<file path="config.mk">
export PLATFORM = sky130hd
export DESIGN_NAME = rr_arbiter32_flat
export DESIGN_NICKNAME = d
export VERILOG_FILES = /design/src/rtl/arb_pkg.sv /design/src/rtl/rr_arbiter32_if.sv /design/src/rtl/rr_arbiter32_pri_enc32.sv /design/src/rtl/rr_arbiter32.sv /design/src/flat_wrapper.sv
export SDC_FILE = /design/constraint.sdc
export NUM_CORES = 1
export LEC_CHECK = 0
export CAP_MARGIN = 20
export CORE_ASPECT_RATIO = 1.1
export CORE_MARGIN = 3
export CORE_UTILIZATION = 57
export DETAILED_ROUTE_END_ITERATION = 8
export PLACE_DENSITY = 0.88
export SYNTH_ARGS = -nofsm -noshare
export SYNTH_HDL_FRONTEND = slang
export SYNTH_HIERARCHICAL = 1
export SYNTH_SLANG_ARGS = --single-unit
</file>
<file path="constraint.sdc">
create_clock -name clk -period 11.05 [get_ports clk]
set_input_delay 1.105 -clock clk [delete_from_list [all_inputs] [get_ports clk]]
set_output_delay 1.105 -clock clk [all_outputs]
set_load 0.01 [all_outputs]
</file>
<file path="src/rtl/arb_pkg.sv">
// Shared constants, state encoding and small vector helpers for the 32-way
// round-robin arbiter.
package arb_pkg;

   localparam int N            = 32;
   localparam int IDW          = 5;
   localparam int MAX_HOLD_DEF = 16;
   localparam int HCW          = 8;

   localparam logic [1:0] IDLE = 2'd0;
   localparam logic [1:0] BUSY = 2'd1;
   localparam logic [1:0] GAP  = 2'd2;

   typedef enum logic [1:0] {
      ST_IDLE = IDLE,
      ST_BUSY = BUSY,
      ST_GAP  = GAP
   } state_t;

   // Rotate right by sh positions; the doubled vector makes the wrap implicit.
   function automatic logic [N-1:0] rot_right(input logic [N-1:0] vec,
                                              input logic [IDW-1:0] sh);
      logic [2*N-1:0] dbl;
      dbl = {vec, vec} >> sh;
      return dbl[N-1:0];
   endfunction

   function automatic logic [N-1:0] onehot(input logic [IDW-1:0] idx);
      return {{(N-1){1'b0}}, 1'b1} << idx;
   endfunction

endpackage

</file>
<file path="src/rtl/rr_arbiter32_if.sv">
// Request/grant bundle between the requesters (master) and the arbiter (slave).
// The owner-release strobe is gnt_release because "release" is a reserved word.
interface rr_arbiter32_if;
   import arb_pkg::*;

   logic [N-1:0]   req;
   logic [N-1:0]   mask;
   logic           gnt_release;
   logic [N-1:0]   gnt;
   logic [IDW-1:0] gnt_id;
   logic           gnt_valid;
   logic           timeout;

   modport master (
      output req, mask, gnt_release,
      input  gnt, gnt_id, gnt_valid, timeout
   );

   modport slave (
      input  req, mask, gnt_release,
      output gnt, gnt_id, gnt_valid, timeout
   );

endinterface

</file>
<file path="src/rtl/rr_arbiter32_pri_enc32.sv">
// 32-to-5 priority encoder: Y is the lowest set index of D, V flags any bit set.
module pri_enc32
   import arb_pkg::*;
(
   input  logic [N-1:0]   D,
   output logic [IDW-1:0] Y,
   output logic           V
);

   // Scan from the top down so the lowest set bit is the last one written.
   always_comb begin
      Y = {IDW{1'b0}};
      for (int i = N - 1; i >= 0; i--) begin
         Y = D[i] ? IDW'(i) : Y;
      end
   end

   assign V = |D;

endmodule

</file>
<file path="src/rtl/rr_arbiter32.sv">
// Round-robin arbiter for 32 requesters with hold timeout and one dead cycle
// between consecutive grants.
module rr_arbiter32
   import arb_pkg::*;
#(
   parameter int MAX_HOLD = MAX_HOLD_DEF
)
(
   input  logic          clk,
   input  logic          rst,
   rr_arbiter32_if.slave bus
);

   localparam logic [HCW-1:0] HOLD_LAST = HCW'(MAX_HOLD - 1);

   state_t         state_r;
   state_t         state_nxt_s;
   logic [N-1:0]   gnt_r;
   logic [N-1:0]   gnt_nxt_s;
   logic [IDW-1:0] gnt_id_r;
   logic [IDW-1:0] gnt_id_nxt_s;
   logic           gnt_valid_r;
   logic           timeout_r;
   logic           timeout_nxt_s;
   logic [IDW-1:0] ptr_r;
   logic [IDW-1:0] ptr_nxt_s;
   logic [HCW-1:0] hold_cnt_r;
   logic [HCW-1:0] hold_cnt_nxt_s;

   logic [N-1:0]   elig_s;
   logic [N-1:0]   rot_s;
   logic [IDW-1:0] enc_idx_s;
   logic           enc_v_s;
   logic [IDW-1:0] win_s;
   logic           owner_drop_s;

   // Search starts at ptr: rotate it down to bit 0, encode, then undo the rotation.
   assign elig_s       = bus.req & ~bus.mask;
   assign rot_s        = rot_right(elig_s, ptr_r);
   assign win_s        = enc_idx_s + ptr_r;
   assign owner_drop_s = bus.gnt_release | ~bus.req[gnt_id_r];

   pri_enc32 u_enc (
      .D (rot_s),
      .Y (enc_idx_s),
      .V (enc_v_s)
   );

   // Next-state and next-output logic for the IDLE/BUSY/GAP sequence.
   always_comb begin
      state_nxt_s    = state_r;
      gnt_nxt_s      = gnt_r;
      gnt_id_nxt_s   = gnt_id_r;
      ptr_nxt_s      = ptr_r;
      hold_cnt_nxt_s = hold_cnt_r;
      timeout_nxt_s  = 1'b0;

      case (state_r)
         ST_IDLE, ST_GAP: begin
            if (enc_v_s) begin
               state_nxt_s    = ST_BUSY;
               gnt_nxt_s      = onehot(win_s);
               gnt_id_nxt_s   = win_s;
               hold_cnt_nxt_s = {HCW{1'b0}};
            end else begin
               state_nxt_s    = ST_IDLE;
               gnt_nxt_s      = {N{1'b0}};
               gnt_id_nxt_s   = {IDW{1'b0}};
               hold_cnt_nxt_s = {HCW{1'b0}};
            end
         end

         ST_BUSY: begin
            // A voluntary exit outranks the timeout, so no pulse in that case.
            if (owner_drop_s || (hold_cnt_r == HOLD_LAST)) begin
               state_nxt_s    = ST_GAP;
               gnt_nxt_s      = {N{1'b0}};
               gnt_id_nxt_s   = {IDW{1'b0}};
               ptr_nxt_s      = gnt_id_r + {{(IDW-1){1'b0}}, 1'b1};
               hold_cnt_nxt_s = {HCW{1'b0}};
               timeout_nxt_s  = ~owner_drop_s;
            end else begin
               hold_cnt_nxt_s = hold_cnt_r + {{(HCW-1){1'b0}}, 1'b1};
            end
         end

         default: begin
            state_nxt_s    = ST_IDLE;
            gnt_nxt_s      = {N{1'b0}};
            gnt_id_nxt_s   = {IDW{1'b0}};
            ptr_nxt_s      = {IDW{1'b0}};
            hold_cnt_nxt_s = {HCW{1'b0}};
         end
      endcase
   end

   // State and output registers; reset overrides every other input.
   always_ff @(posedge clk) begin
      if (rst) begin
         state_r     <= ST_IDLE;
         gnt_r       <= {N{1'b0}};
         gnt_id_r    <= {IDW{1'b0}};
         gnt_valid_r <= 1'b0;
         timeout_r   <= 1'b0;
         ptr_r       <= {IDW{1'b0}};
         hold_cnt_r  <= {HCW{1'b0}};
      end else begin
         state_r     <= state_nxt_s;
         gnt_r       <= gnt_nxt_s;
         gnt_id_r    <= gnt_id_nxt_s;
         gnt_valid_r <= |gnt_nxt_s;
         timeout_r   <= timeout_nxt_s;
         ptr_r       <= ptr_nxt_s;
         hold_cnt_r  <= hold_cnt_nxt_s;
      end
   end

   assign bus.gnt       = gnt_r;
   assign bus.gnt_id    = gnt_id_r;
   assign bus.gnt_valid = gnt_valid_r;
   assign bus.timeout   = timeout_r;

endmodule
</file>
<file path="src/flat_wrapper.sv">
// flat-port wrapper written by rule: the top's interface ports become plain ports
module rr_arbiter32_flat import arb_pkg::*;
#(
   parameter int MAX_HOLD = MAX_HOLD_DEF
)
  (clk, rst, bus_req, bus_mask, bus_gnt_release, bus_gnt, bus_gnt_id, bus_gnt_valid, bus_timeout);
  rr_arbiter32_if bus_i ();
  input  logic clk;
  input  logic rst;
  input wire logic [$bits(bus_i.req)-1:0] bus_req;
  input wire logic [$bits(bus_i.mask)-1:0] bus_mask;
  input wire logic [$bits(bus_i.gnt_release)-1:0] bus_gnt_release;
  output wire logic [$bits(bus_i.gnt)-1:0] bus_gnt;
  output wire logic [$bits(bus_i.gnt_id)-1:0] bus_gnt_id;
  output wire logic [$bits(bus_i.gnt_valid)-1:0] bus_gnt_valid;
  output wire logic [$bits(bus_i.timeout)-1:0] bus_timeout;
  assign bus_i.req = bus_req;
  assign bus_i.mask = bus_mask;
  assign bus_i.gnt_release = bus_gnt_release;
  assign bus_gnt = bus_i.gnt;
  assign bus_gnt_id = bus_i.gnt_id;
  assign bus_gnt_valid = bus_i.gnt_valid;
  assign bus_timeout = bus_i.timeout;
  rr_arbiter32 #(.MAX_HOLD(MAX_HOLD)) u_core (.clk(clk), .rst(rst), .bus(bus_i));
endmodule
</file>
# == After elaboration in Yosys (flattened, before gate mapping) ==
# Cells that the tools add are included.
# word_totals
regBits,54
latch_bits,0
mem_bits_rw,0
mem_bits_ro,0
input_bits,67
out_inout_bits,39
n_memories,0
# op_classes
add_sub_neg,3
mul,0
div_mod_pow,0
magnitude_cmp,1
n_eq_ne,4
shift,2
n_mux,45
bitwise_logic,8
n_reduce_logical,8
# op_table
op,n
$mux 5,35
$mux 32,2
$pmux 32 s2,1
$reduce_or 32->1,2
$shr 64x5->32,1
$and 32x32->32,1
$not 32->32,1
$shl 1x5->32 const A,1
$pmux 5 s2,2
$add 8x1->8 const B,1
$eq 8x4->1 const B,1
$lt 5x6->1 const B,1
$reduce_or 3->1,2
$add 5x1->5 const B,1
$add 5x5->5,1
$bmux 1 s5,1
$not 1->1,5
$pmux 2 s2,1
$eq 2x1->1 const B,1
$eq 2x2->1 const B,1
$logic_not 2->1,1
$mux 1,2
$mux 2,1
$ne 2x1->1 const B,1
other kinds (4),4

# == Depth between registers and ports, before layout ==
# logic_depth
depth_word,40
mapped_depth,21

# == Modules after synthesis ==
# The synthesis kept the hierarchy.
# modules_own_cells
module,instances,cells_per_inst,area_each_um2,seq_area_each_um2
rr_arbiter32,1,435,4732.0,1081.0
pri_enc32,1,65,385.4,0.0

# == Worst setup path after synthesis ==
# Ideal clock, no wire load.
# synth_path
path_type,input to register
startpoint,input port bus_req[17]
endpoint,register u_core.gnt_r[29] (netlist: u_core/bus.gnt[29])
setup_time_ps,71
t_arrival_ps,4561
required_ps,10979
slack_ps,6417
path_stages,19
path_buffers,0
path_cell_list,nor2b_1 > mux4_2 > mux2i_1 > mux4_2 > inv_1 > nor3b_1 > nor3_1 > o31ai_1 > o2111ai_1 > a221oi_1 > ha_1 > inv_1 > fa_1 > nor2b_1 > o21ai_0 > nand2b_1 > xor2_1 > nand4_1 > o2bb2ai_1
# synth_lines
element,line,text
start: declaration,flat_wrapper.sv:10,input wire logic [$bits(bus_i.req)-1:0] bus_req;
$and 32x32->32,rr_arbiter32.sv:38,assign elig_s = bus.req & ~bus.mask;
$shr 64x5->32,arb_pkg.sv:24,"dbl = {vec, vec} >> sh;"
net u_core.rot_s[28],rr_arbiter32.sv:31,logic [N-1:0] rot_s;
$mux 5 (29 in a row),rr_arbiter32_pri_enc32.sv:14,Y = D[i] ? IDW'(i) : Y;
net u_core.enc_idx_s[0],rr_arbiter32.sv:32,logic [IDW-1:0] enc_idx_s;
$add 5x5->5,rr_arbiter32.sv:40,assign win_s = enc_idx_s + ptr_r;
$shl 1x5->32,arb_pkg.sv:29,"return {{(N-1){1'b0}}, 1'b1} << idx;"
$mux 32,rr_arbiter32.sv:60,if (enc_v_s) begin
$pmux 32 s2,rr_arbiter32.sv:58,case (state_r)
end signal: assignment,rr_arbiter32.sv:101,gnt_r <= {N{1'b0}};
end signal: assignment,rr_arbiter32.sv:109,gnt_r <= gnt_nxt_s;
end: declaration,rr_arbiter32.sv:18,logic [N-1:0] gnt_r;
# The timed path passes the listed nets, and every way through them passes these cells. The select of a mux whose other input is x is not followed.
# A chain may end at the register's enable or synchronous reset.

# == Final worst setup path ==
# layout_path
startpoint,input port bus_req[29]
endpoint,register u_core.gnt_r[17] (netlist: u_core/bus.gnt[17])
# layout_between
elab_chain_cells,38
# layout_lines
element,line
$and 32x32->32,rr_arbiter32.sv:38
$shr 64x5->32,arb_pkg.sv:24
net u_core.rot_s[31],rr_arbiter32.sv:31
$mux 5 (32 in a row),rr_arbiter32_pri_enc32.sv:14
net u_core.enc_idx_s[0],rr_arbiter32.sv:32
$add 5x5->5,rr_arbiter32.sv:40
$shl 1x5->32,arb_pkg.sv:29
$mux 32,rr_arbiter32.sv:60
$pmux 32 s2,rr_arbiter32.sv:58
# The timed path passes the listed nets, and every way through them passes these cells. The select of a mux whose other input is x is not followed.

==> reports/results.md <==
| Result | Value |
|:---|:---|
| CTS tree | done |
| Min-delay worst type | reg2reg |
| Crit Path Class | in2reg |
| Run status | finished clean |
| Post-synth net total | 574 |
| Post-synthesis compound-gate area fraction | 12.8% |
| Fmax | 176 MHz |
| Area used by sequential logic in the layout | 0.00108 mm^2 |
| Clock slew at the register clock pins of the worst setup and hold paths | 0.09 ns |
| Synthesized instance count | 500 |
| Buffers on Ports | 105 |
| Simple-gate share of the synthesized area | 17.8% |
| Area of the die | 0.0102 mm^2 |
| Via count of the first global-routing pass | 4746 |
| Crit. End Element | register |
| CTS Hold Buffers Added | 0 |
| Number of enable-type register cells in the synthesized netlist | 0 |
| DRC errors left | 0 |
| Cell area power density | 168 mW/mm^2 |
| Global-route wire length before repair | 24500 um |
| Number of vias per cell after detailed routing | 6.77 |
| Total placed instance area | 0.00619 mm^2 |
| Fraction of synthesized area in multiplexers | 37.6% |
| DRC marker count from the first detailed-route iteration | 510 |
| Startpoint Class | input port |
| Top area cells in the synthesized netlist | sky130_fd_sc_hd__mux4_2, sky130_fd_sc_hd__dfxtp_1, sky130_fd_sc_hd__mux2i_1 |
| Number of cells upsized or downsized after cts | 0 |
| Number of setup buffers added after CTS | 0 |
| Largest net degree at the start of global routing | 36 |
| Data arrival time at the worst-slack endpoint | 5.93 ns |
| Clk buf depth | 2 |
| Final number of hold-violating endpoints | 0 |
| Post-route antenna net violation count | 0 |
| Xor-xnor portion of the synthesized cell area | 2.57% |
| Post-Place Worst Slack | 5.14 ns |
| Total Nets Final | 660 |
| Final WS setup | 5.36 ns |
| PnR Total Power | 1.06 mW |
| Via count | 4723 |
| Drt total wl | 15000 um |
| Total gr overflow | 0 |
| Die W | 96.3 um |
| Post-DP HPWL | 12000 um |
| Area of the core | 0.00854 mm^2 |
| Iteration count of the initial detailed-routing pass | 5 |
| Distinct cell type count after synthesis | 54 |
| Wire per inst | 21.4 um |
| Gr usage total | 30.6% |
| Flip-flop cell with the highest count after synthesis | sky130_fd_sc_hd__dfxtp_1 |
| Hold Worst Slack | 0.494 ns |
| Layout Cell Area excl Fill | 0.00630 mm^2 |
| Post-route insts no fill | 698 |
| Clock Sink Count | 54 |
| Count of boundary I/O pins | 106 |
| Proportion of synthesized flip-flops having asynchronous set or reset | 0% |
| Area Growth Syn to Fin | 23.1% |
| Final core utilization | 73.7% |
| Final number of max-transition violations | 0 |
| Share of final-layout standard cells stronger than drive strength 1 | 14.8% |
| Area taken by multi-input logic gates | 0.00371 mm^2 |
| Cts bufs inserted | 5 |
| Vertical extent of the die | 105 um |
| Time the worst path needs with I/O delays and setup | 5.69 ns |
| Sequential area share after synthesis | 21.1% |
| Combinational family with the most area after synthesis | multiplexers |
| Instance count after placement with tap cells included | 690 |
| Static Leak | 2.29 nW |
| Final worst-path cycle share | 51.5% |
| Filler instances | 606 |
| Slew margin rel. | 29.2% |
| Highest fanout seen on the critical path | 5 |
| Count of yosys warnings during synthesis | 6 |
| Mean post-synth cell area | 10.2 um^2 |
| Largest clock skew in the final design | 0.00473 ns |
| Reported max-cap violation count | 0 |
| Portion of synthesized cell area occupied by the leading cell type | 28.2% |
| Number of antenna violations at the first check in global routing | 0 |
| Count of standard-cell rows | 35 |
| Number of H-tree levels | 2 |
| Area leader, netlist | sky130_fd_sc_hd__mux4_2 |
| Insertion delay to the later sink of the worst-skew pair | 0.30 ns |
| Area share of fa/ha/maj cells after synthesis | 1.86% |
| Total of flip-flops plus latches after synthesis | 54 |
| Setup violation total in the final timing report | 0 |
| Starting density of the core | 59.9% |
| Cell Area, Synth | 0.00512 mm^2 |
| Tightest Pin Transition | 1.06 ns |
| Maximum resistive drop on vdd | 0.137 mV |
| Post-Route Setup TNS | 0 ns |
| Global placement routability congestion | 0.943 |
| N_diodes | 0 |
| Required arrival time at the worst endpoint | 11.29 ns |
| Setup repair after global routing missed its margin | no |
| Root buf cell | sky130_fd_sc_hd__clkbuf_8 |
power breakdown:
group          total (mW)  internal, mW  leakage, nW  switching, mW
Clock               0.130        0.0676       0.0514         0.0622
Sequential          0.271         0.217        0.437         0.0537
Combinational       0.660         0.306         1.81          0.354
Total                1.06         0.591         2.29          0.470
registers in the layout, indices dropped and copies added (netlist names):
name,count
u_core/hold_cnt_r,8
u_core/bus.gnt,32
u_core/ptr_r,5
u_core/bus.timeout,1
u_core/bus.gnt_valid,1
u_core/bus.gnt_id,5
u_core/state_r,2
per-layer routing:
metal / share of wire [%] / global-route usage, %
met2: 50 / 49.8
met4: 2.7 / 8.72
met5: 0 / 0
met3: 8.2 / 5.57
met1: 39 / 41.5
cell usage in the layout, fill, tap and decap left out, types with 3 or more instances in the layout:
cell,count
sky130_fd_sc_hd__nand3_1,15
sky130_fd_sc_hd__o31ai_1,7
sky130_fd_sc_hd__a22oi_1,4
sky130_fd_sc_hd__buf_4,4
sky130_fd_sc_hd__nand2b_1,7
sky130_fd_sc_hd__xnor2_1,7
sky130_fd_sc_hd__and3_1,3
sky130_fd_sc_hd__o2bb2ai_1,32
sky130_fd_sc_hd__nor2b_1,39
sky130_fd_sc_hd__dfxtp_1,53
sky130_fd_sc_hd__ha_1,6
sky130_fd_sc_hd__clkdlybuf4s50_1,105
sky130_fd_sc_hd__xor2_1,8
sky130_fd_sc_hd__nor3_1,6
sky130_fd_sc_hd__nand2_1,11
sky130_fd_sc_hd__o21ai_0,4
sky130_fd_sc_hd__mux2i_1,48
sky130_fd_sc_hd__clkbuf_8,5
sky130_fd_sc_hd__mux4_2,64
sky130_fd_sc_hd__or4_1,3
sky130_fd_sc_hd__nor2_1,26
sky130_fd_sc_hd__nor3b_1,8
sky130_fd_sc_hd__a21oi_1,16
sky130_fd_sc_hd__nor4_1,16
sky130_fd_sc_hd__a22o_1,4
sky130_fd_sc_hd__inv_1,42
sky130_fd_sc_hd__nand4_1,5
cell type report:
class,count,share of cell area (%)
tap,111,2.21
clock inverter,2,0.596
clock buffer,6,1.15
multi-input combinational,373,59.0
inverter,42,2.50
timing repair buffer,110,17.4
sequential,54,17.2
worst max-delay path: stages:
cell and delay (ns):
sky130_fd_sc_hd__clkdlybuf4s50_1 0.46, sky130_fd_sc_hd__nor2b_1 0.38, sky130_fd_sc_hd__mux4_2 0.35, sky130_fd_sc_hd__mux2i_1 0.13
sky130_fd_sc_hd__mux4_2 0.52, sky130_fd_sc_hd__inv_1 0.09, sky130_fd_sc_hd__nor3b_1 0.21, sky130_fd_sc_hd__nor3_1 0.08
sky130_fd_sc_hd__o31ai_1 0.21, sky130_fd_sc_hd__o2111ai_1 0.14, sky130_fd_sc_hd__a221oi_1 0.35, sky130_fd_sc_hd__ha_1 0.24
sky130_fd_sc_hd__inv_1 0.06, sky130_fd_sc_hd__fa_1 0.41, sky130_fd_sc_hd__nor2b_1 0.14, sky130_fd_sc_hd__o21ai_0 0.10
sky130_fd_sc_hd__nand2b_1 0.15, sky130_fd_sc_hd__xor2_1 0.34, sky130_fd_sc_hd__nand4_1 0.25, sky130_fd_sc_hd__o2bb2ai_1 0.20
logic make-up after synthesis:
kind of cell             count (synthesis)
AND/OR/NAND/NOR                        155
multiplexers                           112
AO/OA/AOI/OAI                           84
buffers and inverters                   73
flip-flops                              54
XOR/XNOR                                15
adder cells (fa/ha/maj)                  7
path summary, 6_finish.rpt:
| check | from | endpoint | slack, ns | cells past startpoint |
|---|---|---|---|---|
| worst max-delay path | bus_req[29] | u_core/bus.gnt[17]$_SDFF_PP0_ | 5.36 | 20 |
| worst min-delay path | u_core/bus.gnt[11]$_SDFF_PP0_ | u_core/bus.gnt[11]$_SDFF_PP0_ | 0.49 | 1 |
| worst max register to register | u_core/ptr_r[1]$_SDFFE_PP0P_ | u_core/bus.gnt[17]$_SDFF_PP0_ | 5.47 | 18 |
| worst min register to register | u_core/bus.gnt[11]$_SDFF_PP0_ | u_core/bus.gnt[11]$_SDFF_PP0_ | 0.49 | 1 |
Yosys cell counts (2+ instances only):
cell type	n
sky130_fd_sc_hd__clkbuf_1	11
sky130_fd_sc_hd__a22oi_1	4
sky130_fd_sc_hd__a211oi_1	2
sky130_fd_sc_hd__o31ai_1	7
sky130_fd_sc_hd__o21ai_0	4
sky130_fd_sc_hd__nand3_1	15
sky130_fd_sc_hd__nand4b_1	2
sky130_fd_sc_hd__xor2_1	8
sky130_fd_sc_hd__nor3b_1	8
sky130_fd_sc_hd__nor3_1	6
sky130_fd_sc_hd__a22o_1	4
sky130_fd_sc_hd__nor4_1	16
sky130_fd_sc_hd__and2_1	2
sky130_fd_sc_hd__dfxtp_1	54
sky130_fd_sc_hd__or4_1	3
sky130_fd_sc_hd__or3_1	2
sky130_fd_sc_hd__a2111oi_0	2
sky130_fd_sc_hd__o2bb2ai_1	32
sky130_fd_sc_hd__nand4_1	5
sky130_fd_sc_hd__nor2_1	26
sky130_fd_sc_hd__nand2b_1	7
sky130_fd_sc_hd__or4_4	2
sky130_fd_sc_hd__mux4_2	64
sky130_fd_sc_hd__and3_1	3
sky130_fd_sc_hd__buf_1	3
sky130_fd_sc_hd__a31oi_1	2
sky130_fd_sc_hd__nor2b_1	39
sky130_fd_sc_hd__nor3_2	2
sky130_fd_sc_hd__nand2_1	11
sky130_fd_sc_hd__a21oi_1	16
sky130_fd_sc_hd__xnor2_1	7
sky130_fd_sc_hd__buf_2	12
sky130_fd_sc_hd__ha_1	6
sky130_fd_sc_hd__buf_4	3
sky130_fd_sc_hd__a21o_1	2
sky130_fd_sc_hd__mux2i_1	48
sky130_fd_sc_hd__and3_4	2
sky130_fd_sc_hd__inv_1	42
No activity file was read; power rests on OpenSTA's default activity.
